File: src/rtl/fetch_queue.sv
`default_nettype none
// ============================================================================
// Module   : fetch_queue
// Purpose  : Instruction-fetch stage downstream of the PC register. Issues
//            imem reads, tracks them through a MEM_LAT-deep request pipe and
//            buffers the returned words in a DEPTH-entry FIFO for decode.
// Revision : 1.0 - initial release
// ============================================================================
module fetch_queue #(
  parameter int DEPTH   = 4,  // FIFO entries, power of 2, >= 2
  parameter int MEM_LAT = 1   // imem read latency in cycles, 1..3
) (
  input  logic                    clk,
  input  logic                    reset,
  input  logic [31:0]             pc,
  output logic                    pc_hold,
  output logic                    imem_req,
  output logic [31:0]             imem_addr,
  input  logic [31:0]             imem_rdata,
  input  logic                    redirect,
  output logic                    out_valid,
  output logic [31:0]             out_instr,
  output logic [31:0]             out_pc,
  input  logic                    out_ready,
  output logic [$clog2(DEPTH):0]  count
);

  localparam int AW = $clog2(DEPTH);
  localparam int CW = AW + 1;
  // Wide enough for count (<= DEPTH) plus in-flight requests (<= 3).
  localparam int SW = CW + 2;

  // Request pipe: one {valid, pc} per cycle of memory latency.
  logic [MEM_LAT-1:0] pipe_valid;
  logic [31:0]        pipe_pc [MEM_LAT];

  // FIFO storage and bookkeeping.
  logic [31:0]   instr_mem [DEPTH];
  logic [31:0]   pc_mem    [DEPTH];
  logic [AW-1:0] rd_ptr;
  logic [AW-1:0] wr_ptr;

  logic [SW-1:0] inflight;
  logic [SW-1:0] occupancy;
  logic          issue;
  logic          exit_valid;
  logic [31:0]   exit_pc;
  logic          push;
  logic          pop;
  logic [CW-1:0] count_next;
  logic [AW-1:0] rd_ptr_next;

  // Credit check and request/hold generation from registered occupancy only.
  always_comb begin
    inflight = '0;
    for (int i = 0; i < MEM_LAT; i++) begin
      inflight = inflight + SW'(pipe_valid[i]);
    end
    occupancy   = SW'(count) + inflight;
    issue       = ~reset & ~redirect & (occupancy < SW'(DEPTH));
    imem_req    = issue;
    imem_addr   = pc;
    // Hold during reset; release on redirect so the PC loads the target.
    pc_hold     = reset | (~issue & ~redirect);
    exit_valid  = pipe_valid[MEM_LAT-1];
    exit_pc     = pipe_pc[MEM_LAT-1];
    // Redirect kills returning data and any pop in the same cycle.
    push        = exit_valid & ~redirect;
    pop         = out_ready & (count != '0) & ~redirect;
    count_next  = redirect ? '0 : (count + CW'(push) - CW'(pop));
    rd_ptr_next = redirect ? '0 : (rd_ptr + AW'(pop));
    out_valid   = (count != '0);
  end

  // Shift the request pipe; redirect clears every in-flight valid.
  always_ff @(posedge clk or posedge reset) begin
    if (reset) begin
      pipe_valid <= '0;
      for (int i = 0; i < MEM_LAT; i++) begin
        pipe_pc[i] <= '0;
      end
    end else begin
      pipe_valid[0] <= issue;
      pipe_pc[0]    <= pc;
      for (int i = 1; i < MEM_LAT; i++) begin
        pipe_valid[i] <= pipe_valid[i-1] & ~redirect;
        pipe_pc[i]    <= pipe_pc[i-1];
      end
    end
  end

  // Write returning words at the FIFO tail; storage needs no reset.
  always_ff @(posedge clk) begin
    if (push) begin
      instr_mem[wr_ptr] <= imem_rdata;
      pc_mem[wr_ptr]    <= exit_pc;
    end
  end

  // Pointers, occupancy and the registered head copy.
  always_ff @(posedge clk or posedge reset) begin
    if (reset) begin
      rd_ptr    <= '0;
      wr_ptr    <= '0;
      count     <= '0;
      out_instr <= '0;
      out_pc    <= '0;
    end else begin
      rd_ptr <= rd_ptr_next;
      wr_ptr <= redirect ? '0 : (wr_ptr + AW'(push));
      count  <= count_next;
      // Head only changes when the FIFO will be non-empty; otherwise hold.
      // The head is the word being written when it lands in the head slot.
      if (count_next != '0) begin
        if (push && (wr_ptr == rd_ptr_next)) begin
          out_instr <= imem_rdata;
          out_pc    <= exit_pc;
        end else begin
          out_instr <= instr_mem[rd_ptr_next];
          out_pc    <= pc_mem[rd_ptr_next];
        end
      end
    end
  end

endmodule
`default_nettype wire

File: config.mk
export PLATFORM = sky130hd
export DESIGN_NAME = fetch_queue
export DESIGN_NICKNAME = d
export VERILOG_FILES = /design/src/rtl/fetch_queue.sv
export SDC_FILE = /design/constraint.sdc
export NUM_CORES = 1
export LEC_CHECK = 0
export CORE_UTILIZATION = 50
export CTS_CLUSTER_SIZE = 25
export DETAILED_ROUTE_END_ITERATION = 6
export PLACE_DENSITY = 0.76
export RECOVER_POWER = 25
export SLEW_MARGIN = 20
export SYNTH_ARGS = -nofsm -noshare
export SYNTH_HDL_FRONTEND = slang
export SYNTH_SLANG_ARGS = --single-unit
File: constraint.sdc
create_clock -name clk -period 6.8 [get_ports clk]
set_input_delay 1.36 -clock clk [delete_from_list [all_inputs] [get_ports clk]]
set_output_delay 1.36 -clock clk [all_outputs]
set_load 0.02 [all_outputs]
==> results of run 1 <==
-- flip-flops by register name, summed over array words and instances, names as in the netlist --
register	count
out_pc	32
exit_valid	1
pc_mem	128
count	3
instr_mem	128
wr_ptr	2
exit_pc	32
rd_ptr	2
out_instr	32
-- metal layers --
| metal | part of all wire, % | wire (um) |
|---|---|---|
| met1 | 42 | 12700 |
| met2 | 50 | 15300 |
| met3 | 6.0 | 1820 |
| met4 | 1.6 | 497 |
| met5 | 0 | 0 |
-- Yosys cell counts, types with 2 or more instances --
master	instances	area share [%]
a22oi_1	64	3.4
a31oi_1	67	2.9
and3_1	67	2.9
buf_1	6	0.16
buf_2	7	0.25
buf_4	32	1.7
buf_6	6	0.47
clkbuf_1	49	1.3
dfrtp_1	104	18
edfxtp_1	256	54
ha_1	3	0.26
inv_1	5	0.13
mux2_2	64	5.0
nand2_1	2	0.053
nor2_1	73	1.9
nor2b_1	2	0.088
nor3_1	4	0.14
nor3b_1	65	3.4
o21ai_0	65	2.3
xnor2_1	4	0.25
xor2_1	3	0.18
-- how the worst max path moves through the flow --
| stage | end | slack (ns) | depth (start not counted) |
|---|---|---|---|
| 2_1_floorplan | instr_mem[2][0] | 0.11 | 3 |
| 3_3_place_gp | pc_hold | 2.26 | 4 |
| 3_5_place_dp | pc_hold | 2.24 | 4 |
| 4_1_cts | pc_hold | 2.24 | 4 |
| 5_1_grt | pc_hold | 2.08 | 4 |
| 6_report | pc_hold | 2.27 | 4 |
-- power by group --
group | leakage [nW] | internal [mW] | switching, mW
clock network | 0.554 | 1.07 | 0.788
logic | 1.85 | 0.959 | 1.25
registers | 3.50 | 2.61 | 0.177
-- kinds of logic (layout without fill, tap and decap cells) --
family / after synthesis / after routing / synth area share (%)
flops: 360 / 360 / 72.1
other cells: 0 / 1 / 0
compound gates: 200 / 200 / 9.05
fa+ha+maj: 4 / 4 / 0.403
xor+xnor: 8 / 8 / 0.587
mux: 65 / 65 / 5.12
buf+inv: 105 / 252 / 3.98
simple gates: 218 / 218 / 8.78
-- stage by stage --
stage                     power, mW  area (um^2)
after floorplan                4.23        14300
after global placement         5.01        16100
after detailed placement       5.06        16100
after CTS                      6.93        17200
after global routing           7.19        17200
final                          6.87        17200
-- final cells by class --
cell class / count / share of cell area (%)
diodes: 1 / 0.0146
clock buffers: 49 / 5.83
clock inverters: 16 / 0.619
inverters: 5 / 0.124
multi-input cells: 495 / 20.3
flip-flops and latches: 360 / 59.9
well taps: 378 / 2.75
repair buffers: 182 / 10.4
-- placed cells by master (no fill, tap or decap), types with 2 or more instances in the layout --
cell and instances:
edfxtp_1 256, clkdlybuf4s50_1 124, dfrtp_1 104, nor2_1 73, a31oi_1 66, nor3b_1 65, o21ai_0 65, and3_1 64
mux2_2 64, a22oi_1 64, dlygate4sd3_1 44, clkbuf_16 37, buf_4 13, clkinv_2 10, clkbuf_1 9, xnor2_1 4
inv_1 4, clkinv_1 4, ha_1 3, clkbuf_8 3, nor2b_1 2, xor2_1 2, nor3_1 2, and3_4 2
nor3_2 2
-- worst reg2reg max path, delay by kind of cell, from the launching register on --
| family | cells | cell delay [ns] |
|---|---|---|
| buffers and inverters | 2 | 0.71 |
| adders and majority gates | 2 | 0.56 |
| xor gates and xnor gates | 2 | 0.31 |
| AOI/OAI and AO/OA | 3 | 0.91 |
| and+or+nand+nor | 2 | 0.25 |
| DFF | 1 | 0.47 |
==> impl_metrics.env, run 1 <==
export IMPL_min_path_cells=0
export IMPL_root_buffer="clkbuf_16"
export IMPL_drcViolationCount=0
export IMPL_clock_sink_count=360
export IMPL_setup_violations=0
export IMPL_cts_tree="done"
export IMPL_ant_nets=0
export IMPL_fmax_ghz=0.221
export IMPL_yosysWarnings=0
export IMPL_ios=170
export IMPL_slowest_delay_ns=0.76
export IMPL_maxCapViolCount=0
export IMPL_fin_crit_sh_pct=66.6
export IMPL_grt_first_pass_wirelength_um=47700
export IMPL_htreeDepth=2
export IMPL_antenna_found_initial=1
export IMPL_synthArstFlopShare_pct=28.9
export IMPL_layout_nets=1153
export IMPL_path_cells="buf_4 > nor3_1 > o21ai_0 > clkdlybuf4s50_1"
export IMPL_preCtsSetupSlack_ns=2.24
export IMPL_n_fill_cell=2126
export IMPL_syn_area_mm2=0.0143
export IMPL_critical_path_slowest_cell="buf_4"
export IMPL_tightest_slew_ns=1.05
export IMPL_worstReg2RegStart="count[2]"
export IMPL_die_y_um=171
export IMPL_syn_num_nets=1032
export IMPL_period_needed_ns=4.53
export IMPL_hold_class="register to register"
export IMPL_grt_ovfl_total=0
export IMPL_holdPathEnd="pc_mem[2][24]"
export IMPL_rrSetupSlack_ns=3.50
export IMPL_hold_viol_final=0
export IMPL_status="completed"
export IMPL_cts_setup_buffers=0
export IMPL_initial_utilization_pct=51.1
export IMPL_cp_start_kind="primary input"
export IMPL_syn_inst=960
export IMPL_cp_arrival_ns=3.17
export IMPL_setup_slack_ns=2.27
export IMPL_synthFlopType="edfxtp_1"
export IMPL_maxSlewHeadroom_pct=29.7
export IMPL_reg2reg_to="out_pc[7]"
export IMPL_synth_seq_area_share_pct=72.1
export IMPL_use_met2_pct=37.7
export IMPL_seqCellArea_mm2=0.0103
export IMPL_synth_cell_types=33
export IMPL_portBuffers=169
export IMPL_hold_start="exit_pc[24]"
export IMPL_crit_type="primary input to output port"
export IMPL_end_kind="output port"
export IMPL_hpwlAfterDp_um=15600
export IMPL_multi_input_area_mm2=0.00349
export IMPL_synth_edf_count=256
export IMPL_grt_pass1_vias=8731
export IMPL_path_buf_inv=2
export IMPL_wl_um=30400
export IMPL_dr_pass1_iters=5
export IMPL_dr_first_iter_drc_count=672
export IMPL_post_route_util_pct=61.5
export IMPL_syn2layout_area_growth_pct=20.3
export IMPL_ctsResizeCount=0
export IMPL_required_ns=5.44
export IMPL_grt_usage_pct=21.4
export IMPL_grt_max_degree=83
export IMPL_reg2reg_depth=11
export IMPL_die_area_mm2=0.0292
export IMPL_grt_use_met1_pct=27.3
export IMPL_busiest_layer="met2"
export IMPL_fp_row_count=61
export IMPL_clk_latency_ns=0.50
export IMPL_rsz0062_at_grt="no"
export IMPL_avgSynthCellArea_um2=14.9
export IMPL_cts_buffers=37
export IMPL_ir_drop_mv=0.284
export IMPL_hold_worst_slack_ns=0.517
export IMPL_grtUsageMet3_pct=3.82
export IMPL_clk_pin_slew_ns=0.06
export IMPL_cp_max_fo=82
export IMPL_fp_dieW_um=171
export IMPL_drive_gt1_share_pct=13.0
export IMPL_critPathLaunch="redirect"
export IMPL_leakagePower_nw=5.91
export IMPL_num_vias=8491
export IMPL_routed_via_density=5.71
export IMPL_critPathTopFamily="buffers and inverters"
export IMPL_cts_buffer_depth=3
export IMPL_finClkSkew_ns=0.00845
export IMPL_slew_viol_final=0
export IMPL_fin_tns_setup_ns=0
export IMPL_cts_hold_buf=0
export IMPL_place_gp_congestion=0.733
export IMPL_ys_ff_latch=360
export IMPL_finalNonFillerCells=1486
export IMPL_power_density_mw_per_mm2=400
export IMPL_dp_cells=1420
export IMPL_routedWlPerCell_um=20.4
export IMPL_core_area_mm2=0.0279
Power figures use the tool's default switching activity.
==> inputs of run 2 (changes only) <==
- clock period: 6.8 -> 4.2 ns (I/O delays scaled with it)
==> run 2 against run 1 <==
  * Cell count up 0.67%
  * Total power up 68%
  * Worst hold slack better by 0.0074 ns
  * Setup slack worse by 1.6 ns
  * Clock power up 77%
  * Die area unchanged
  * Sequential power up 63%
  * Design area up 1.6%
  * Critical path type is now register to output port
  * Largest power group unchanged
==> impl_metrics.env, run 2 (same netlist as run 1, synthesis figures left out) <==
export IMPL_status="completed"
export IMPL_clock_sink_count=360
export IMPL_dr_first_iter_drc_count=714
export IMPL_maxCapViolCount=0
export IMPL_required_ns=3.36
export IMPL_p_sw_mw=3.68
export IMPL_ctsResizeCount=0
export IMPL_cts_buffer_depth=3
export IMPL_core_area_mm2=0.0279
export IMPL_top_regs="instr_mem: 128 flops, pc_mem: 128 flops"
export IMPL_num_vias=8578
export IMPL_maxSlewHeadroom_pct=40.8
export IMPL_path_cells="ha_1 > or2_2 > a31oi_1 > a31oi_1 > nor3_1 > o21ai_0 > clkdlybuf4s50_1"
export IMPL_drcViolationCount=0
export IMPL_cts_buffers=37
export IMPL_hold_viol_final=0
export IMPL_ios=170
export IMPL_dr_pass1_iters=6
export IMPL_crit_type="register to output port"
export IMPL_hold_worst_slack_ns=0.525
export IMPL_tightest_slew_ns=0.888
export IMPL_path_buf_inv=1
export IMPL_cts_hold_buf=0
export IMPL_portBuffers=169
export IMPL_critical_path_slowest_cell="clkdlybuf4s50_1"
export IMPL_mostFrequentLayoutCells="256 x edfxtp_1, 123 x clkdlybuf4s50_1, 104 x dfrtp_1"
export IMPL_p_int_mw=7.83
export IMPL_grt_ovfl_total=0
export IMPL_post_route_cell_area_mm2=0.0174
export IMPL_rsz0062_at_grt="no"
export IMPL_grt_first_pass_wirelength_um=48300
export IMPL_routed_via_density=5.73
export IMPL_cts_setup_buffers=0
export IMPL_fin_crit_sh_pct=84.6
export IMPL_p_clk_share_pct=28.6
export IMPL_fp_row_count=61
export IMPL_period_needed_ns=3.55
export IMPL_slew_viol_final=0
export IMPL_finClkSkew_ns=0.0207
export IMPL_wl_um=31300
export IMPL_routedWlPerCell_um=20.9
export IMPL_ant_nets=0
export IMPL_initial_utilization_pct=51.1
export IMPL_cts_tree="done"
export IMPL_p_sw_share_pct=31.9
export IMPL_grt_max_degree=73
export IMPL_fp_dieW_um=171
export IMPL_critPathTopFamily="buffers and inverters"
export IMPL_fmax_ghz=0.281
export IMPL_p_comb_share_pct=31.9
export IMPL_end_kind="output port"
export IMPL_place_gp_congestion=0.736
export IMPL_syn2layout_area_growth_pct=22.2
export IMPL_cp_common_cell="a31oi_1"
export IMPL_leakagePower_nw=6.03
export IMPL_clk_pin_slew_ns=0.06
export IMPL_setup_violations=0
export IMPL_clk_latency_ns=0.52
export IMPL_layout_cells_most_common="edfxtp_1"
export IMPL_power_density_mw_per_mm2=660
export IMPL_postPlaceCellArea_mm2=0.0162
export IMPL_grt_pass1_vias=8824
export IMPL_cp_max_fo=8
export IMPL_ir_drop_mv=0.477
export IMPL_die_y_um=171
export IMPL_root_buffer="clkbuf_16"
export IMPL_slowest_delay_ns=0.56
export IMPL_cp_start_kind="register"
export IMPL_antenna_found_initial=2
export IMPL_drive_gt1_share_pct=14.4
export IMPL_post_route_util_pct=62.4
export IMPL_seqPwrFrac_pct=39.5
export IMPL_hpwlAfterDp_um=16600
export IMPL_htreeDepth=2
export IMPL_power_total_mw=11.5
export IMPL_layout_nets=1161
export IMPL_cp_arrival_ns=2.71
export IMPL_die_area_mm2=0.0292
export IMPL_grt_usage_pct=21.6
export IMPL_hold_class="register to register"
[run 2: cell types whose count changed in the layout (fill, tap and decap cells not counted), sizes merged]
| cell | delta |
|---|---|
| dlygate4sd3 | +1 |
| clkbuf | -3 |
| clkdlybuf4s50 | -1 |
| clkinvlp | +2 |
| buf | +8 |
| bufinv | +3 |
[run 2: routing by layer]
layer	vias to the layer above	GRT usage, %	wire [um]
li1	3901	-	-
met1	4326	27.7	12900
met2	295	37.5	16000
met3	54	3.63	1740
met4	2	6.95	649
met5	-	0	12
[run 2: layout make-up]
type / instances / area [um^2]
inverter: 5 / 22.5
timing repair buffer: 190 / 1920
antenna: 1 / 2.50
clock inverter: 21 / 211
multi-input combinational: 495 / 3500
sequential: 360 / 10300
fill: 2049 / 10500
clock buffer: 46 / 1020
tap: 378 / 473
[run 2: final timing paths]
kind | start | to | slack, ns | depth (start not counted)
setup / recovery | count[1] | pc_hold | 0.65 | 7
hold / removal | exit_pc[15] | pc_mem[2][15] | 0.52 | 0
setup reg to reg | count[2] | out_pc[14] | 1.21 | 11
hold reg to reg | exit_pc[15] | pc_mem[2][15] | 0.52 | 0
max in group asynchronous | reset | exit_pc[28] | 1.98 | 4
min in group asynchronous | reset | exit_valid | 1.02 | 3
[run 2: power groups by stage]
stage / logic (mW) / clock network, mW / registers, mW
final: 3.67 / 3.29 / 4.55
after global routing: 3.97 / 3.48 / 4.58
after CTS: 3.70 / 3.35 / 4.55
after detailed placement: 3.69 / 0 / 4.62
after global placement: 3.59 / 0 / 4.61
after floorplan: 1.96 / 0 / 4.89
[run 2: worst reg2reg max path, delay by kind of cell, from the launching register on]
kind / cells / cell delay, ns
compound gates: 3 / 0.96
fa+ha+maj: 2 / 0.56
flops: 1 / 0.48
buf+inv: 2 / 0.36
xor+xnor: 2 / 0.30
simple gates: 2 / 0.24
[run 2: per-stage QoR]
| step | setup TNS [ns] | std cells | setup WS [ns] |
|---|---|---|---|
| CTS | 0 | 1495 | 0.613 |
| global route | 0 | 1496 | 0.475 |
| detailed placement | 0 | 1428 | 0.559 |
| global placement | 0 | 1428 | 0.679 |
| floorplan | -2.95 | 960 | -0.0230 |
| finish | 0 | 1496 | 0.647 |
==> edit 1, RTL diff (flow settings as in run 2) <==
Make the reset (`reset`) synchronous in 2 clocked blocks.
--- a/src/rtl/fetch_queue.sv
+++ b/src/rtl/fetch_queue.sv
@@ -75,3 +75,3 @@
   // Shift the request pipe; redirect clears every in-flight valid.
-  always_ff @(posedge clk or posedge reset) begin
+  always_ff @(posedge clk) begin
     if (reset) begin
@@ -100,3 +100,3 @@
   // Pointers, occupancy and the registered head copy.
-  always_ff @(posedge clk or posedge reset) begin
+  always_ff @(posedge clk) begin
     if (reset) begin
Formal check against the unedited RTL: differs if reset is asserted again (counterexample within 4 cycles, from zero or initial values and one cycle with reset high); with reset held inactive, the same outputs for 4 cycles.
==> edit 1 against run 2 <==
- wire length decreased by 3.6%
- clock skew decreased by 0.0015 ns
- critical path depth increased by 6
- worst setup slack improved by 0.013 ns
- area after synthesis decreased by 4.3%
- final area decreased by 2.9%
- largest cell class unchanged
- first-iteration DRC count increased by 4.3%
- non-clock buffer count unchanged
- sequential cell count unchanged
Power is not compared: it rests on default switching activity, and its combinational part moved more than twofold at a synthesized area within 25%.
==> edit 1: results (changes against run 2) <==
Antenna violations before repair -> 2 (unchanged)
TritonCTS buffer count -> 37 (unchanged)
Netlist cell types -> 39 (was 33)
GP Congestion -> 0.744 (was 0.736)
Fin crit period -> 3.54 ns (was 3.55 ns)
Layout cells sized above 1 -> 8.69% (was 14.4%)
Syn_nets -> 1004 (was 1032)
Seq/Total Area, Yosys -> 71.5% (was 72.1%)
Relative slew slack -> 38.5% (was 40.8%)
CTS Root Cell -> clkbuf_16 (unchanged)
Final #Nets -> 1136 (was 1161)
Number of fill cells -> 1980 (was 2049)
Via-per-instance ratio -> 5.83 (was 5.73)
Initial DRC count -> 745 (was 714)
DR vias -> 8367 (was 8578)
Outcome -> finished clean (unchanged)
Global-route wire length before repair -> 46400 um (was 48300 um)
1st-pass router iterations -> 5 (was 6)
GRT Util Overall -> 21.5% (was 21.6%)
Largest net degree at the start of global routing -> 66 (was 73)
Req. time, crit path -> 4.62 ns (was 3.36 ns)
WL/cell -> 21.0 um (was 20.9 um)
Dpl cell area -> 0.0156 mm^2 (was 0.0162 mm^2)
Synth cell count leaders -> 256 x edfxtp_1, 104 x dfxtp_1, 66 x a21oi_1, 66 x nor3_1 (was 256 x edfxtp_1, 104 x dfrtp_1, 73 x nor2_1, 67 x a31oi_1, 67 x and3_1)
Flop2flop setup slack -> 0.84 ns (was 1.21 ns)
Skew final -> 0.0191 ns (was 0.0207 ns)
Synth area leaders -> edfxtp_1 56%, dfxtp_1 15%, mux2i_1 4.7% (was edfxtp_1 54%, dfrtp_1 18%, mux2_2 5.0%)
Post-synth EDFFs -> 256 (unchanged)
Async set-reset flop share out of synthesis -> 0% (was 28.9%)
Hpwl dp -> 15500 um (was 16600 um)
Pre-CTS setup slack -> 0.143 ns (was 0.559 ns)
Vias in the first global route -> 8459 (was 8824)
Maximum fanout along the worst path -> 64 (was 8)
Postcts setup bufs -> 0 (unchanged)
Placed cells -> 1366 (was 1428)
Synthesized area per cell -> 14.7 um^2 (was 14.9 um^2)
-- edit 1: power breakdown --
part           total, mW  leakage, nW  internal (mW)  switching (mW)
Clock               3.42        0.628           2.12            1.29
Combinational      0.451         1.90          0.202           0.249
Sequential          3.92         3.18           3.87          0.0483
Total               7.79         5.71           6.19            1.59
-- edit 1: cells by family after synthesis --
kind of cell               Yosys count  share of synthesized area, %
AOI/OAI and AO/OA                  266                          13.3
and+or+nand+nor                    128                          5.00
adders and majority gates            4                         0.421
xor gates and xnor gates             8                         0.751
buffers and inverters              102                          4.39
DFF                                360                          71.5
muxes                               64                          4.69
-- edit 1: stage by stage --
step / hold slack [ns] / power [mW] / utilization, %
after global routing: 0.503 / 8.00 / 63.0
after detailed placement: 0.470 / 4.45 / 58.2
after global placement: 0.465 / 4.44 / 58.2
final: 0.483 / 7.79 / 63.0
after CTS: 0.488 / 7.84 / 63.0
after floorplan: 0.461 / 4.21 / -
-- edit 1: final cells by class --
class | count | area share [%]
Multi-Input combinational cell | 470 | 19.9
Timing Repair Buffer | 190 | 12.0
Tap cell | 341 | 2.52
Clock inverter | 12 | 1.15
Sequential cell | 360 | 57.7
Antenna cell | 2 | 0.0296
Clock buffer | 56 | 6.50
Inverter | 5 | 0.111
-- edit 1: path summary, 6_finish.rpt --
path / end / cells past startpoint / start
worst min register to register: out_instr[11] / 2 / out_instr[11]
worst min-delay path: out_instr[11] / 2 / out_instr[11]
worst max-delay path: out_instr[23] / 13 / out_ready
worst max register to register: out_instr[23] / 12 / count[1]
-- edit 1: routing by layer --
layer / up-vias / wire length [um] / GRT usage (%)
met1: 4139 / 12600 / 27.3
li1: 3851 / - / -
met3: 56 / 1890 / 3.52
met4: 0 / 752 / 7.86
met2: 321 / 14900 / 37.1
met5: - / 0 / 0
-- edit 1: critical path, cell delays in order --
cell and delay, ns:
clkdlybuf4s50_1 0.60, o31ai_2 0.18, xor2_1 0.18, nor2_1 0.12
ha_1 0.16, inv_1 0.05, fa_1 0.40, xnor2_1 0.17
a31oi_1 0.33, nor4b_4 0.32, buf_12 0.38, a22oi_1 0.14
o21ai_0 0.10
==> edit 2, RTL diff (flow settings as in run 2) <==
Without the edit above. The parameter `DEPTH` goes from 4 to 8.
--- a/src/rtl/fetch_queue.sv
+++ b/src/rtl/fetch_queue.sv
@@ -9,3 +9,3 @@
 module fetch_queue #(
-  parameter int DEPTH   = 4,  // FIFO entries, power of 2, >= 2
+  parameter int DEPTH   = 8,  // FIFO entries, power of 2, >= 2
   parameter int MEM_LAT = 1   // imem read latency in cycles, 1..3
Ports: changed (resized count); port bits go from 170 to 171. No check against the original RTL was run, so the function may have changed too.
==> edit 2 against run 2 <==
- area after synthesis is 73% higher
- sequential cell count grew 259
- register-to-register slack worse by 0.72 ns
- non-clock buffer count rose by 42
- total power is 48% higher
- maximum frequency is 4.3% lower
- wire length up 80%
- final area grew 68%
- worst setup slack lost 0.16 ns
- highest routed layer unchanged
==> edit 2: results (changes against run 2) <==
Met1 usage -> 29.9% (was 27.7%)
Switching share of power -> 28.5% (was 31.9%)
Crit path from -> redirect (was count[1])
Hold_sp -> out_instr[14] (was exit_pc[15])
Initial DRC count -> 1229 (was 714)
Routing usage on met2 -> 37.8% (was 37.5%)
Maximum fanout along the worst path -> 29 (was 8)
Seq pwr -> 7.36 mW (was 4.55 mW)
Non-clk invs -> 10 (was 5)
Worst R2R Path Depth -> 14 (was 11)
Synth area leaders -> edfxtp_1 62%, dfrtp_1 11%, mux2i_1 7.7% (was edfxtp_1 54%, dfrtp_1 18%, mux2_2 5.0%)
#MultiIn Comb -> 830 (was 495)
Hold depth -> 2 (was 0)
CP top delay family -> adder cells (was buffers and inverters)
Multi-input gate share of total cell area -> 19.9% (was 20.1%)
Synth cell count leaders -> 512 x edfxtp_1, 192 x a211oi_1, 191 x mux2i_1, 130 x nand2_1, 107 x dfrtp_1 (was 256 x edfxtp_1, 104 x dfrtp_1, 73 x nor2_1, 67 x a31oi_1, 67 x and3_1)
Seq cells -> 619 (was 360)
Vias in the first global route -> 14600 (was 8824)
Reg area -> 0.0181 mm^2 (was 0.0103 mm^2)
Global-route wire length before repair -> 86100 um (was 48300 um)
GR Layer Usage met3 -> 4.75% (was 3.63%)
Worst Hold End -> out_instr[14] (was pc_mem[2][15])
1st-pass router iterations -> 5 (was 6)
Count of mapped cells out of synthesis -> 1598 (was 960)
DR vias -> 14400 (was 8578)
ClkCell Share -> 7.24% (was 7.06%)
Non-CTS buffers -> 232 (was 190)
VDD IR-drop max -> 0.385 mV (was 0.477 mV)
Syn_nets -> 1678 (was 1032)
# clk buffers -> 89 (was 46)
Netlist cell types -> 41 (was 33)
Number of fill cells -> 3552 (was 2049)
Leakage -> 9.81 nW (was 6.03 nW)
Outcome -> finished clean (unchanged)
TritonCTS buffer count -> 60 (was 37)
CP max stage cell -> a2111oi_2 (was clkdlybuf4s50_1)
Clk network pwr share -> 33.4% (was 28.6%)
Largest net degree at the start of global routing -> 67 (was 73)
GP Congestion -> 0.778 (was 0.736)
Setup ws final -> 0.487 ns (was 0.647 ns)
Relative slew slack -> 35.9% (was 40.8%)
Skew final -> 0.0198 ns (was 0.0207 ns)
Number of port buffers -> 170 (was 169)
Final #Nets -> 1833 (was 1161)
Non-clock buffers, area share -> 8.44% (was 11.0%)
WL/cell -> 22.8 um (was 20.9 um)
Antenna violations before repair -> 3 (was 2)
Crit path to -> out_instr[29] (was pc_hold)
Biggest regs -> instr_mem: 256 flops, pc_mem: 256 flops (was instr_mem: 128 flops, pc_mem: 128 flops)
edit 2: changes by cell type in the layout (fill, tap and decap cells not counted), moves of 65 or more:
cell / before / now
a211oi_1: 0 / 192
a21oi_1: 0 / 66
a31oi_1: 66 / 0
edfxtp_1: 256 / 512
mux2i_1: 0 / 191
nand2_1: 1 / 130
nor2_1: 73 / 2
nor2b_1: 2 / 70
nor3b_1: 65 / 0
edit 2: cells by family (layout without fill, tap and decap cells):
family	after synthesis	in the layout	synth area share, %
DFF	619	619	73.1
AOI/OAI and AO/OA	393	393	10.1
and+or+nand+nor	227	227	4.41
muxes	191	191	7.74
buffers and inverters	149	355	3.67
adders and majority gates	12	12	0.639
xor gates and xnor gates	7	7	0.279
other	0	1	0
edit 2: stage by stage:
step,setup TNS (ns),hold WS [ns],instance area (um^2)
floorplan,-418.00,0.535,24700
global route,0,0.513,29400
finish,0,0.485,29400
global placement,-2.46,0.471,27300
detailed placement,-4.96,0.480,27300
CTS,0,0.494,29400
